===== src/rtl/time_sync_scheduler_pkg.sv =====
// Shared types and helpers for the network time-sync scheduler.
package time_sync_pkg;

  // Scheduler sequencing states
  typedef enum logic [3:0] {
    ST_START,
    ST_REQ,
    ST_WAIT,
    ST_CHECK,
    ST_LOAD,
    ST_RETRY,
    ST_BACKOFF,
    ST_HOLD,
    ST_FAIL
  } state_t;

  // Earliest accepted network time: 2024-01-01 00:00:00 UTC
  localparam logic [31:0] MIN_VALID_TIME_DEFAULT = 32'd1704067200;

  // Bits needed for a counter running 0..n-1 (never less than one)
  function automatic int unsigned cnt_width(input int unsigned n);
    return (n <= 32'd2) ? 32'd1 : 32'($clog2(n));
  endfunction

endpackage


===== src/rtl/time_sync_scheduler_sec_tick_gen.sv =====
// One-second tick generator: counts 0..CLK_HZ-1 and flags the last count.
module sec_tick_gen
  import time_sync_pkg::*;
#(
  parameter int unsigned CLK_HZ = 100000000
) (
  input  logic clk,
  input  logic reset_n,
  input  logic clr,
  output logic tick_c
);

  localparam int unsigned CNT_W = cnt_width(CLK_HZ);
  localparam logic [CNT_W-1:0] LAST = CNT_W'(CLK_HZ - 1);

  logic [CNT_W-1:0] cnt;

  assign tick_c = (cnt == LAST);

  // Prescaler with synchronous restart from the scheduler
  always_ff @(posedge clk) begin
    if (!reset_n) begin
      cnt <= '0;
    end else if (clr || tick_c) begin
      cnt <= '0;
    end else begin
      cnt <= cnt + CNT_W'(1);
    end
  end

endmodule


===== src/rtl/time_sync_scheduler.sv =====
// Sequences the network time-set engine (start, timeout, range check,
// retry with backoff, periodic resync) and owns the counter load port,
// arbitrating network results against manual set requests.
// Every interval is measured from the cycle that starts the step it
// times: response timeout from the request cycle, backoff and fail hold
// from the retry cycle, resync hold from the load cycle.
module time_sync_scheduler
  import time_sync_pkg::*;
#(
  parameter int unsigned CLK_HZ         = 100000000,
  parameter int unsigned RESP_TIMEOUT_S = 2,
  parameter int unsigned BACKOFF_S      = 1,
  parameter int unsigned MAX_RETRY      = 3,
  parameter int unsigned RESYNC_S       = 3600,
  parameter logic [31:0] MIN_VALID_TIME = MIN_VALID_TIME_DEFAULT
) (
  input  logic        clk,
  input  logic        reset_n,
  input  logic        manual_req,
  input  logic [63:0] manual_value,
  input  logic        sync_now,
  output logic        net_en,
  input  logic        net_finished,
  input  logic [31:0] net_time,
  output logic        load_n,
  output logic [63:0] set_value,
  output logic        synced,
  output logic        fail,
  output logic [2:0]  retry_cnt
);

  localparam int unsigned SEC_MAX_A = (RESP_TIMEOUT_S > BACKOFF_S) ? RESP_TIMEOUT_S : BACKOFF_S;
  localparam int unsigned SEC_MAX   = (SEC_MAX_A > RESYNC_S) ? SEC_MAX_A : RESYNC_S;
  localparam int unsigned SEC_W     = cnt_width(SEC_MAX + 1);
  localparam logic [2:0]  RETRY_MAX = 3'(MAX_RETRY);

  state_t            state;
  logic [31:0]       captured;
  logic [SEC_W-1:0]  sec_cnt;
  logic [SEC_W-1:0]  limit_c;
  logic              tick_c;
  logic              timeout_c;
  logic              restart_c;
  logic [2:0]        retry_inc_c;

  sec_tick_gen #(
    .CLK_HZ(CLK_HZ)
  ) u_tick (
    .clk    (clk),
    .reset_n(reset_n),
    .clr    (restart_c),
    .tick_c (tick_c)
  );

  // Last-second index for the interval owned by the current state
  always_comb begin
    limit_c = '0;
    case (state)
      ST_WAIT:          limit_c = SEC_W'(RESP_TIMEOUT_S - 1);
      ST_RETRY,
      ST_BACKOFF:       limit_c = SEC_W'(BACKOFF_S - 1);
      ST_LOAD,
      ST_HOLD,
      ST_FAIL:          limit_c = SEC_W'(RESYNC_S - 1);
      default:          limit_c = '0;
    endcase
  end

  assign timeout_c = tick_c && (sec_cnt == limit_c);

  // Restart the timebase on any transition into REQ, RETRY or LOAD
  always_comb begin
    restart_c = 1'b0;
    case (state)
      ST_START:         restart_c = 1'b1;
      ST_WAIT:          restart_c = !net_finished && timeout_c;
      ST_CHECK:         restart_c = 1'b1;
      ST_BACKOFF:       restart_c = timeout_c;
      ST_HOLD,
      ST_FAIL:          restart_c = sync_now || timeout_c;
      default:          restart_c = 1'b0;
    endcase
  end

  // Saturating next retry count
  always_comb begin
    retry_inc_c = (retry_cnt >= RETRY_MAX) ? RETRY_MAX : retry_cnt + 3'd1;
  end

  // Seconds elapsed since the last timebase restart
  always_ff @(posedge clk) begin
    if (!reset_n) begin
      sec_cnt <= '0;
    end else if (restart_c) begin
      sec_cnt <= '0;
    end else if (tick_c) begin
      sec_cnt <= sec_cnt + SEC_W'(1);
    end
  end

  // Sequencer with registered outputs; manual set overrides any network load
  always_ff @(posedge clk) begin
    if (!reset_n) begin
      state     <= ST_START;
      net_en    <= 1'b0;
      load_n    <= 1'b1;
      set_value <= '0;
      synced    <= 1'b0;
      fail      <= 1'b0;
      retry_cnt <= '0;
      captured  <= '0;
    end else begin
      net_en <= 1'b0;
      load_n <= 1'b1;
      case (state)
        ST_START: state <= ST_REQ;
        ST_REQ: begin
          net_en <= 1'b1;
          state  <= ST_WAIT;
        end
        ST_WAIT: begin
          if (net_finished) begin
            captured <= net_time;
            state    <= ST_CHECK;
          end else if (timeout_c) begin
            state <= ST_RETRY;
          end
        end
        ST_CHECK: state <= (captured >= MIN_VALID_TIME) ? ST_LOAD : ST_RETRY;
        ST_LOAD: begin
          load_n    <= 1'b0;
          set_value <= {32'd0, captured};
          synced    <= 1'b1;
          fail      <= 1'b0;
          retry_cnt <= '0;
          state     <= ST_HOLD;
        end
        ST_RETRY: begin
          retry_cnt <= retry_inc_c;
          if (retry_inc_c == RETRY_MAX) begin
            fail  <= 1'b1;
            state <= ST_FAIL;
          end else begin
            state <= ST_BACKOFF;
          end
        end
        ST_BACKOFF: begin
          if (timeout_c) state <= ST_REQ;
        end
        ST_HOLD,
        ST_FAIL: begin
          if (sync_now || timeout_c) begin
            retry_cnt <= '0;
            state     <= ST_REQ;
          end
        end
        default: state <= ST_START;
      endcase
      if (manual_req) begin
        load_n    <= 1'b0;
        set_value <= manual_value;
        synced    <= 1'b0;
      end
    end
  end

endmodule


===== config.mk =====
export PLATFORM = sky130hd
export DESIGN_NAME = time_sync_scheduler
export DESIGN_NICKNAME = d
export VERILOG_FILES = /design/src/rtl/time_sync_scheduler_pkg.sv /design/src/rtl/time_sync_scheduler_sec_tick_gen.sv /design/src/rtl/time_sync_scheduler.sv
export SDC_FILE = /design/constraint.sdc
export NUM_CORES = 1
export LEC_CHECK = 0
export ABC_CLOCK_PERIOD_IN_PS = 7400
export BUFFER_PORTS_ARGS = -buffer_cell sky130_fd_sc_hd__buf_2
export CORE_MARGIN = 8
export CORE_UTILIZATION = 30
export DETAILED_ROUTE_END_ITERATION = 7
export PLACE_DENSITY = 0.59
export RECOVER_POWER = 50
export SLEW_MARGIN = 10
export SYNTH_ARGS = -nofsm -noshare
export SYNTH_HDL_FRONTEND = slang
export SYNTH_HIERARCHICAL = 1
export SYNTH_SLANG_ARGS = --single-unit

===== constraint.sdc =====
create_clock -name clk -period 7.4 [get_ports clk]
set_input_delay 0.74 -clock clk [delete_from_list [all_inputs] [get_ports clk]]
set_output_delay 0.74 -clock clk [all_outputs]
set_load 0.03 [all_outputs]

### Yosys cells after proc, flatten, opt, wreduce, memory -nomap -nowiden

Index checks and enable logic that the tools add are counted.
W data, S select, Z words.

| storage, ports and cells | value |
|---|---|
| register bits | 146 |
| latch bits | 0 |
| RAM bits | 0 |
| ROM bits | 0 |
| bits of input ports | 101 |
| output and inout port bits | 71 |
| word-level logic and storage cells | 69 |
| memories kept | 0 |

| cells by class | value |
|---|---|
| add/sub/neg operators | 3 |
| $mul | 0 |
| divide/modulo/power cells | 0 |
| $lt $le $gt $ge | 2 |
| equal/unequal tests | 15 |
| shift operators | 0 |
| mux-type cells | 19 |
| bitwise logic cells | 1 |
| reductions and logical operators | 19 |

Operators by type and width:

| cell | number |
|---|---|
| $mux W64 | 2 |
| $ge A32 B31 Y1 const B | 1 |
| $pmux W4 S8 | 1 |
| $add A27 B1 Y27 const B | 1 |
| $eq A27 B27 Y1 const B | 1 |
| $pmux W12 S2 | 1 |
| $mux W4 | 5 |
| $eq A4 B3 Y1 const B | 4 |
| $add A12 B1 Y12 const B | 1 |
| $eq A12 B12 Y1 | 1 |
| $reduce_or A2 Y1 | 5 |
| $pmux W3 S3 | 1 |
| $eq A4 B2 Y1 const B | 2 |
| $mux W3 | 2 |
| $ne A2 B2 Y1 const B | 3 |
| $reduce_and A2 Y1 | 3 |
| $mux W1 | 5 |
| $eq A4 B1 Y1 const B | 1 |
| $eq A4 B4 Y1 const B | 1 |
| $logic_not A4 Y1 | 1 |
| $pmux W1 S4 | 1 |
| $reduce_bool A2 Y1 | 2 |
| $add A3 B1 Y3 const B | 1 |
| $eq A3 B2 Y1 const B | 1 |
| other kinds (10) | 12 |

### Logic depth before layout (Yosys ltp)

Gate-level depths: netlist of run 1.

| depth | value |
|---|---|
| depth in word-level cells | 9 |
| mapped depth | 14 |
| depth with buffers taken out | 11 |

### By module

The synthesis of run 1 kept the hierarchy.

By module, submodules not included:

| module | instances | cells each | area an instance (sq um) | sequential area each (sq um) |
|---|---|---|---|---|
| time_sync_scheduler | 1 | 644 | 5497.8 | 2382.3 |
| sec_tick_gen | 1 | 156 | 1335.0 | 540.5 |

### Worst setup path after synthesis of run 1

Ideal clock, no wire load.

| path | value |
|---|---|
| path type | flip-flop to flip-flop |
| start | register u_tick.cnt[0] |
| end | register u_tick.cnt[25] |
| library setup time | 0.130 ns |
| data arrival time | 2.646 ns |
| required time | 7.270 ns |
| path slack | 4.625 ns |
| cell stages (with the launch flop) | 15 |
| buffers on the path | 3 |
| period minus slack after synthesis | 2.775 ns |
| path through | dfxtp_1 -> ha_1 -> nand3_1 -> or2_1 -> buf_2 -> nor3_1 -> clkbuf_1 -> nand3b_1 -> a211oi_2 -> o31a_4 -> or2_2 -> inv_1 -> o311ai_4 -> buf_2 -> a21oi_1 |

| between the ends | value |
|---|---|
| longest elaborated chain between the ends | 6 |
| elaborated cells between the ends (all ways) | 8 |
| classes of those cells | add/sub (1); eq/ne (1); mux (1); reduce/logical (5) |

Ends and longest elaborated chain:

| what | line | RTL |
|---|---|---|
| start: declaration | time_sync_scheduler_sec_tick_gen.sv:16 | `logic [CNT_W-1:0] cnt;` |
| start signal: assignment | time_sync_scheduler_sec_tick_gen.sv:27 | `cnt <= cnt + CNT_W'(1);` |
| $eq A27 B27 Y1 (*) | time_sync_scheduler_sec_tick_gen.sv:18 | `assign tick_c = (cnt == LAST);` |
| net tick_c | time_sync_scheduler.sv:41 | `logic tick_c;` |
| $logic_and A1 B1 Y1 (*) | time_sync_scheduler.sv:69 | `assign timeout_c = tick_c && (sec_cnt == limit_c);` |
| $logic_or A1 B1 Y1 / $logic_and A1 B1 Y1 (equally long branches) | time_sync_scheduler.sv:80, time_sync_scheduler.sv:76 |  |
| $pmux W1 S4 (*) | time_sync_scheduler.sv:74 | `case (state)` |
| net restart_c | time_sync_scheduler.sv:43 | `logic restart_c;` |
| $logic_or A1 B1 Y1 (*) | time_sync_scheduler_sec_tick_gen.sv:24 | `end else if (clr \|\| tick_c) begin` |
| $reduce_or A2 Y1 (no line) (*) | n/a |  |

The timed path passes the listed nets; every way through them passes the cells marked *.
A chain may end at the register's enable or synchronous reset.

### Worst setup path after layout of run 1

| path | value |
|---|---|
| start | input port reset_n |
| end | register u_tick.cnt[23] |

| between the ends | value |
|---|---|
| longest elaborated chain between the ends | 2 |

Ends and longest elaborated chain:

| what | line | RTL |
|---|---|---|
| start: declaration | time_sync_scheduler.sv:18 | `input logic reset_n,` |
| $not A1 Y1 (no line) | n/a |  |
| $reduce_or A2 Y1 (no line) | n/a |  |

Every way passes these cells.

==> results by group, run 1 <==
Outcome
  – Status: complete, but fails checks
  – Failing checks: capacitance limit, slew limit

Clock tree
  – Root Driver: clkbuf_16
  – Worst-path clk slew: 0.06 ns
  – # H-tree levels: 4
  – Clock insertion delay at the later pin of the skew report: 0.41 ns
  – CTS tree: built
  – Num CTS Buffers: 17
  – Setup repair bufs after CTS: 0
  – Clk buf depth: 2
  – Post-CTS resize count: 0
  – Hold buffers post-CTS: 0
  – Clock sinks: 146

Worst setup path
  – Worst R2R End: u_tick/cnt[23]
  – Bufs and invs on worst path: 2
  – Crit path DAT: 5.40 ns
  – Flop2flop setup slack: 3.73 ns
  – Critical Path Sink: u_tick/cnt[23]
  – Top fanout value on the critical path: 113
  – CP startpoint kind: primary input
  – Delay-heaviest family, CP: buffers and inverters
  – Max incr delay on CP: 2.89 ns
  – Req. time, crit path: 7.75 ns
  – Worst setup path start: reset_n
  – Crit path depth: 4
  – R2R Path Start: u_tick/cnt[0]
  – Crit. End Element: register
  – Crit Path Class: in2reg
  – Slowest-stage cell, CP: clkbuf_1
  – CP cell instances: buf_2 -> clkbuf_1 -> o311ai_4 -> o21ba_2
  – R2r worst-path depth: 11

Synth
  – Post-Synth XOR/XNOR Area: 3.205%
  – Largest family of logic cells by synthesized area: simple AND/OR/NAND/NOR gates
  – Post-Synth Adder-Cell Area: 0.7325%
  – Mux contribution to synthesized area: 5.127%
  – Yosys top cell area share: 42.78%
  – Top post-synthesis cells by area: dfxtp_1, nand2_1, mux2i_1, nor3b_1, a21boi_0
  – Dominant cell type by area after synthesis: dfxtp_1
  – Syn_area_per_cell: 8.541 sq um
  – Synth Instances: 800
  – Synthesis Warnings: 6
  – Post-Synth Simple-Gate Area: 29.37%
  – Post-Syn Area: 6833 sq um
  – Most frequent cells after synthesis: dfxtp_1, nand2_1, a21oi_1
  – Compound-Gate Fraction of Synth Area: 14.59%
  – Syn_nets: 905
  – Most common cell in the netlist: dfxtp_1
  – EDFF count, synth: 0
  – Unique masters post-synth: 63
  – Seq cells post-synth: 146
  – Top_reg_cell synth: dfxtp_1
  – Post-synthesis sequential area ratio: 42.78%
  – Async S/R FF share, synth: 0%

Detailed routing
  – Routed length per instance: 14.74 um
  – Routed via count: 5,938
  – Drc violations: 0
  – Detailed Route Iter0 Violations: 403
  – Final ANT Viol Nets: 0
  – Drt pass-1 iters: 5
  – Detailed-route wire length: 18,230 um
  – Vias per inst: 4.800

STA
  – Final setup TNS: 0 ns
  – Final setup fails: 0
  – RSZ-0062 raised after global routing: false
  – Achievable clock frequency: 198.0 MHz
  – Minimum clock period after layout: 5.050 ns
  – Final Max Tran Viols: 114
  – Worst slew margin relative to its limit: -176.9%
  – Final Hold Vio Count: 0
  – Fin crit share: 68.24%
  – Slew @ Worst Pin: 4.153 ns
  – Clk_skew: 0.01176 ns

Global routing
  – First-pass GRT wire length: 29,530 um
  – Pin count of the biggest net entering global routing: 114
  – Grt ovf: 0
  – Initial antenna violation count: 0
  – GRT Overall Usage: 12.73%
  – Vias in the first global route: 5,571

Finish
  – Post-layout util: 37.13%
  – Nets: 1,045
  – P&R area growth vs syn: 22.27%
  – Fin cells: 1,237
  – Share of cells above drive strength 1: 16.18%
  – Diodes inserted: 0

Floorplan
  – I/O pin count: 172
  – Die height: 166.9 um
  – Die area: 27,860 sq um
  – Width of the die: 166.9 um
  – CORE AREA: 22,500 sq um
  – Initial core utilization: 30.36%
  – # rows: 55

Power
  – Leak: 3.070 nW
  – Peak supply drop: 164.5 uV
  – Pwr dens: 272.2 nW/um^2

Run
  – Max-cap violations: 1

Min path
  – HP Class: reg2reg

Placed design
  – Port Buffers: 171
  – Global placement routability congestion: 0.8017
  – Dpl cells: 1,206
  – Detail Placement HPWL: 12,730 um
metal layers:
layer	track usage, %	share of wire [%]	vias to the layer above
met1	17.28	49	2716
li1	-	-	3048
met2	19.56	44	160
met4	3.760	1.0	0
met3	3.191	5.9	14
met5	0	0	-
state kept, by name, indices dropped and copies added, names as in the netlist:
register / cells
captured: 32
fail: 1
load_n: 1
net_en: 1
retry_cnt: 3
sec_cnt: 12
set_value: 64
state: 4
synced: 1
u_tick/cnt: 27
cell type report:
class	count	area, sq um
well taps	285	356.6
multi-input cells	591	3630
clock inverters	13	172.7
flip-flops and latches	146	2923
inverters	8	30.03
clock buffers	18	439.2
fillers	2386	14150
repair buffers	176	803.3
logic make-up (layout without fill, tap and decap cells):
family,Yosys count,count (layout)
simple gates,370,370
compound gates,157,157
flops,146,146
buf+inv,63,215
mux,35,35
xor+xnor,25,25
fa+ha+maj,4,4
how the worst min path moves through the flow:
stage	depth (start not counted)	slack [ns]	from	endpoint
after detailed placement	1	0.45	u_tick/cnt[0]	u_tick/cnt[0]
after global routing	2	0.50	captured[6]	captured[6]
final	1	0.46	u_tick/cnt[0]	u_tick/cnt[0]
after global placement	1	0.45	u_tick/cnt[0]	u_tick/cnt[0]
after CTS	1	0.46	u_tick/cnt[0]	u_tick/cnt[0]
after floorplan	1	0.43	u_tick/cnt[0]	u_tick/cnt[0]
metrics by stage:
step                      hold slack [ns]  instance area [sq um]  setup WS (ns)  total power, mW
after floorplan                    0.4258                   6833          4.625            1.286
after global placement             0.4467                   7835          3.893            1.405
after detailed placement           0.4471                   7835          3.737            1.408
after CTS                          0.4624                   8447          3.723            2.314
after global routing               0.5005                   8354          1.722            2.400
final                              0.4591                   8354          2.350            2.274
report_power, final:
group	leakage, nW	switching, mW	internal, mW
clock	0.299	0.348	0.545
combinational	1.58	0.290	0.173
sequential	1.19	0.0730	0.845
worst register-to-register path: cells and delay by family (launching register included):
family | cells | cell delay [ns]
buffers and inverters | 1 | 0.06
AND/OR/NAND/NOR | 5 | 1.74
flip-flops | 1 | 0.37
AO/OA/AOI/OAI | 4 | 1.15
adder cells (fa/ha/maj) | 1 | 0.26
cell usage in the layout (no fill, tap or decap), drive strengths merged, types with 4 or more instances in the layout:
cell type and n:
dfxtp 146, a21boi 34, nor2 35, a21oi 50, buf 104, xnor2 15
or3 8, o21ai 47, and4 4, or4 6, nor3 15, and3 8
clkbuf 90, xor2 10, nand2 129, nand4 17, nor2b 36, o31ai 4
and2 38, ha 4, inv 14, nand3 15, nor4 7, nor3b 35
mux2i 35
(Power assumes the default switching activity.)
==> run 2, diff against run 1 <==
--- a/config.mk
+++ b/config.mk
@@ -5,12 +5,12 @@
 export SDC_FILE = /design/constraint.sdc
 export NUM_CORES = 1
 export LEC_CHECK = 0
-export ABC_CLOCK_PERIOD_IN_PS = 7400
+export ABC_CLOCK_PERIOD_IN_PS = 4450
 export BUFFER_PORTS_ARGS = -buffer_cell sky130_fd_sc_hd__buf_2
 export CORE_MARGIN = 8
 export CORE_UTILIZATION = 30
 export DETAILED_ROUTE_END_ITERATION = 7
-export PLACE_DENSITY = 0.59
+export PLACE_DENSITY = 0.61
 export RECOVER_POWER = 50
 export SLEW_MARGIN = 10
 export SYNTH_ARGS = -nofsm -noshare
==> constraint.sdc (replaced) <==
create_clock -name clk -period 4.45 [get_ports clk]
set_input_delay 0.445 -clock clk [delete_from_list [all_inputs] [get_ports clk]]
set_output_delay 0.445 -clock clk [all_outputs]
set_load 0.03 [all_outputs]
==> run 2 against run 1 <==
The flow now finishes without violations. Setup slack got worse by 1.1 ns. Via count rose by 0.45%. Wire length fell by 0.32%. Core utilization rose by 0.067 points. Final area rose by 0.18%. Die area did not move. Register-to-register slack got worse by 2.5 ns. Clock power rose by 59%. Worst hold slack got worse by 0.18 ns.
==> results by group, run 2 (synthesis results as in run 1) <==
Outcome
  – Status: complete, no violations

Finish
  – Top reg by flops: set_value
  – Share of cells above drive strength 1: 16.54% (+0.37 points)
  – Post-route cell area: 8369 sq um (+0.18%)
  – Fill cells: 2,339 (-2.0%)
  – Max reg flops: 64 (unchanged)
  – Nets: 1,048 (+0.29%)
  – Post-layout util: 37.19% (+0.067 points)
  – Commonest non-fill, non-tap cell in the layout: dfxtp_1
  – Top Registers: set_value: 64 flops, captured: 32 flops, u_tick/cnt: 27 flops
  – P&R area growth vs syn: 22.49%
  – Most frequent cells in the layout: dfxtp_1, nand2_1, buf_2

Worst setup path
  – Crit. End Element: register
  – Crit path DAT: 3.59 ns (-1.81 ns)
  – Req. time, crit path: 4.82 ns (-2.93 ns)
  – Crit Path Class: reg2reg
  – Slowest-stage cell, CP: o31a_4
  – Top fanout value on the critical path: 26 (-77%)
  – CP cell instances: ha_1 -> nand3_1 -> or2_1 -> nor3_1 -> buf_4 -> nand3b_1 -> a211oi_2 -> o31a_4 -> or2_2 -> inv_1 -> o311ai_4 -> o21ba_2
  – Max incr delay on CP: 0.41 ns (-2.48 ns)
  – CP startpoint kind: register

Clock tree
  – CTS tree: built
  – Hold buffers post-CTS: 0 (unchanged)
  – Post-CTS resize count: 0 (unchanged)
  – Num CTS Buffers: 17 (unchanged)
  – Clk buf depth: 2 (unchanged)
  – Clock sinks: 146 (unchanged)
  – Clock insertion delay at the later pin of the skew report: 0.42 ns (about the same)
  – Root Driver: clkbuf_16
  – # H-tree levels: 4 (unchanged)
  – Setup repair bufs after CTS: 0 (unchanged)
  – Worst-path clk slew: 0.06 ns (about the same)

Floorplan
  – Width of the die: 166.9 um (unchanged)
  – CORE AREA: 22,500 sq um (unchanged)
  – Initial core utilization: 30.36% (unchanged)
  – Die area: 27,860 sq um (unchanged)
  – Die height: 166.9 um (unchanged)
  – # rows: 55 (unchanged)
  – I/O pin count: 172 (unchanged)

Global routing
  – GR met2 Demand/Resource: 19.75% (+0.20 points)
  – Pin count of the biggest net entering global routing: 68 (-40%)
  – Met1 Usage GRT: 16.74% (-0.54 points)
  – Vias in the first global route: 5,846 (+4.9%)
  – First-pass GRT wire length: 29,790 um (+0.89%)
  – Initial antenna violation count: 1 (+1)
  – Grt ovf: 0 (unchanged)
  – GRT Overall Usage: 12.86% (+0.13 points)
  – Busiest layer in global routing: met2
  – Met3 Track Usage GR: 4.208% (+1.0 points)

Detailed routing
  – Detailed-route wire length: 18,170 um (-0.32%)
  – Drt pass-1 iters: 4 (-1)
  – Vias per inst: 4.807 (+0.13%)
  – Detailed Route Iter0 Violations: 418 (+3.7%)
  – Drc violations: 0 (unchanged)
  – Routed via count: 5,965 (+0.45%)
  – Final ANT Viol Nets: 0 (unchanged)
  – Routed length per instance: 14.64 um (-0.64%)

Power
  – Seq pwr share: 40.9% (+0.5 points)
  – Leak: 3.075 nW (+0.19%)
  – Total power: 3.722 mW (+64%)
  – Pwr dens: 444.7 nW/um^2 (+63%)
  – Clock power frac: 38.1% (-1.2 points)
  – Internal power consumption: 2.551 mW (+63%)
  – Combinational power share: 20.9% (+0.5 points)
  – Peak supply drop: 252.7 uV (+54%)
  – Net Sw Frac: 31.47% (+0.21 points)
  – Sw Pwr: 1.171 mW (+65%)

Placed design
  – Detail Placement HPWL: 12,900 um (+1.3%)
  – Placed cell area: 7870 sq um (+0.45%)
  – Port Buffers: 171 (unchanged)
  – DP Worst Slack: 1.232 ns (-2.505 ns)
  – Global placement routability congestion: 0.7938 (-0.99%)

STA
  – Fin crit share: 72.43%
  – Final Hold Vio Count: 0 (unchanged)
  – Minimum clock period after layout: 3.223 ns
  – Achievable clock frequency: 310.3 MHz
  – Final setup TNS: 0 ns (unchanged)
  – Worst slew margin relative to its limit: 30.50% (+210 points)
  – Final WS setup: 1.227 ns (-1.123 ns)
  – Slew @ Worst Pin: 1.040 ns (-3.113 ns)
  – Final Max Tran Viols: 0 (-100%)
  – RSZ-0062 raised after global routing: false
  – Clk_skew: 0.01337 ns (+0.001614 ns)
  – Final setup fails: 0 (unchanged)

Run
  – Max-cap violations: 0 (-1)

Min path
  – HP Class: in2reg
## run 2: cell count changes in the layout (fill, tap and decap cells not counted)
cell,delta
bufinv_16,-1
inv_6,-4
clkinv_2,+2
clkbuf_1,-1
clkbuf_8,+1
diode_2,+1
buf_4,+3
clkinvlp_4,+2
buf_12,+1
## run 2: layout make-up
type / count / area [sq um] / area share (%)
multi-input combinational: 591 / 3630 / 43.37
sequential: 146 / 2923 / 34.92
timing repair buffer: 179 / 842.1 / 10.06
clock buffer: 19 / 452.9 / 5.412
tap: 285 / 356.6 / 4.261
clock inverter: 12 / 132.6 / 1.585
inverter: 8 / 30.03 / 0.3588
antenna: 1 / 2.502 / 0.02990
## run 2: path summary, 6_finish.rpt
check	from	endpoint	slack, ns	cells past startpoint
max	u_tick/cnt[0]	u_tick/cnt[23]	1.23	12
min	manual_value[53]	set_value[53]	0.28	3
max reg2reg	u_tick/cnt[0]	u_tick/cnt[23]	1.23	12
min reg2reg	u_tick/cnt[0]	u_tick/cnt[0]	0.46	1
## run 2: power by group through the flow
stage          clock, mW  sequential, mW  combinational, mW
3_5_place_dp           0            1.55              0.801
5_1_grt             1.52            1.54              0.866
6_report            1.42            1.52              0.779
2_1_floorplan          0            1.57              0.570
3_3_place_gp           0            1.55              0.794
4_1_cts             1.46            1.52              0.804
## run 2: worst max-delay path: cells and delay by family (launching register included)
kind / cells / cell delay (ns)
AND/OR/NAND/NOR: 5 / 1.08
flip-flops: 1 / 0.33
adder cells (fa/ha/maj): 1 / 0.26
buffers and inverters: 2 / 0.30
AO/OA/AOI/OAI: 4 / 1.20
## run 2: through the flow
step,hold slack [ns],cells
6_report,0.2778,1241
5_1_grt,0.2600,1241
4_1_cts,0.2576,1240
3_5_place_dp,0.4525,1209
3_3_place_gp,0.4413,1209
2_1_floorplan,0.4258,800
## run 2: metal layers
metal	wire, um	up-vias
li1	-	3060
met1	8827	2727
met2	8015	167
met3	1159	11
met4	167	0
met5	0	-
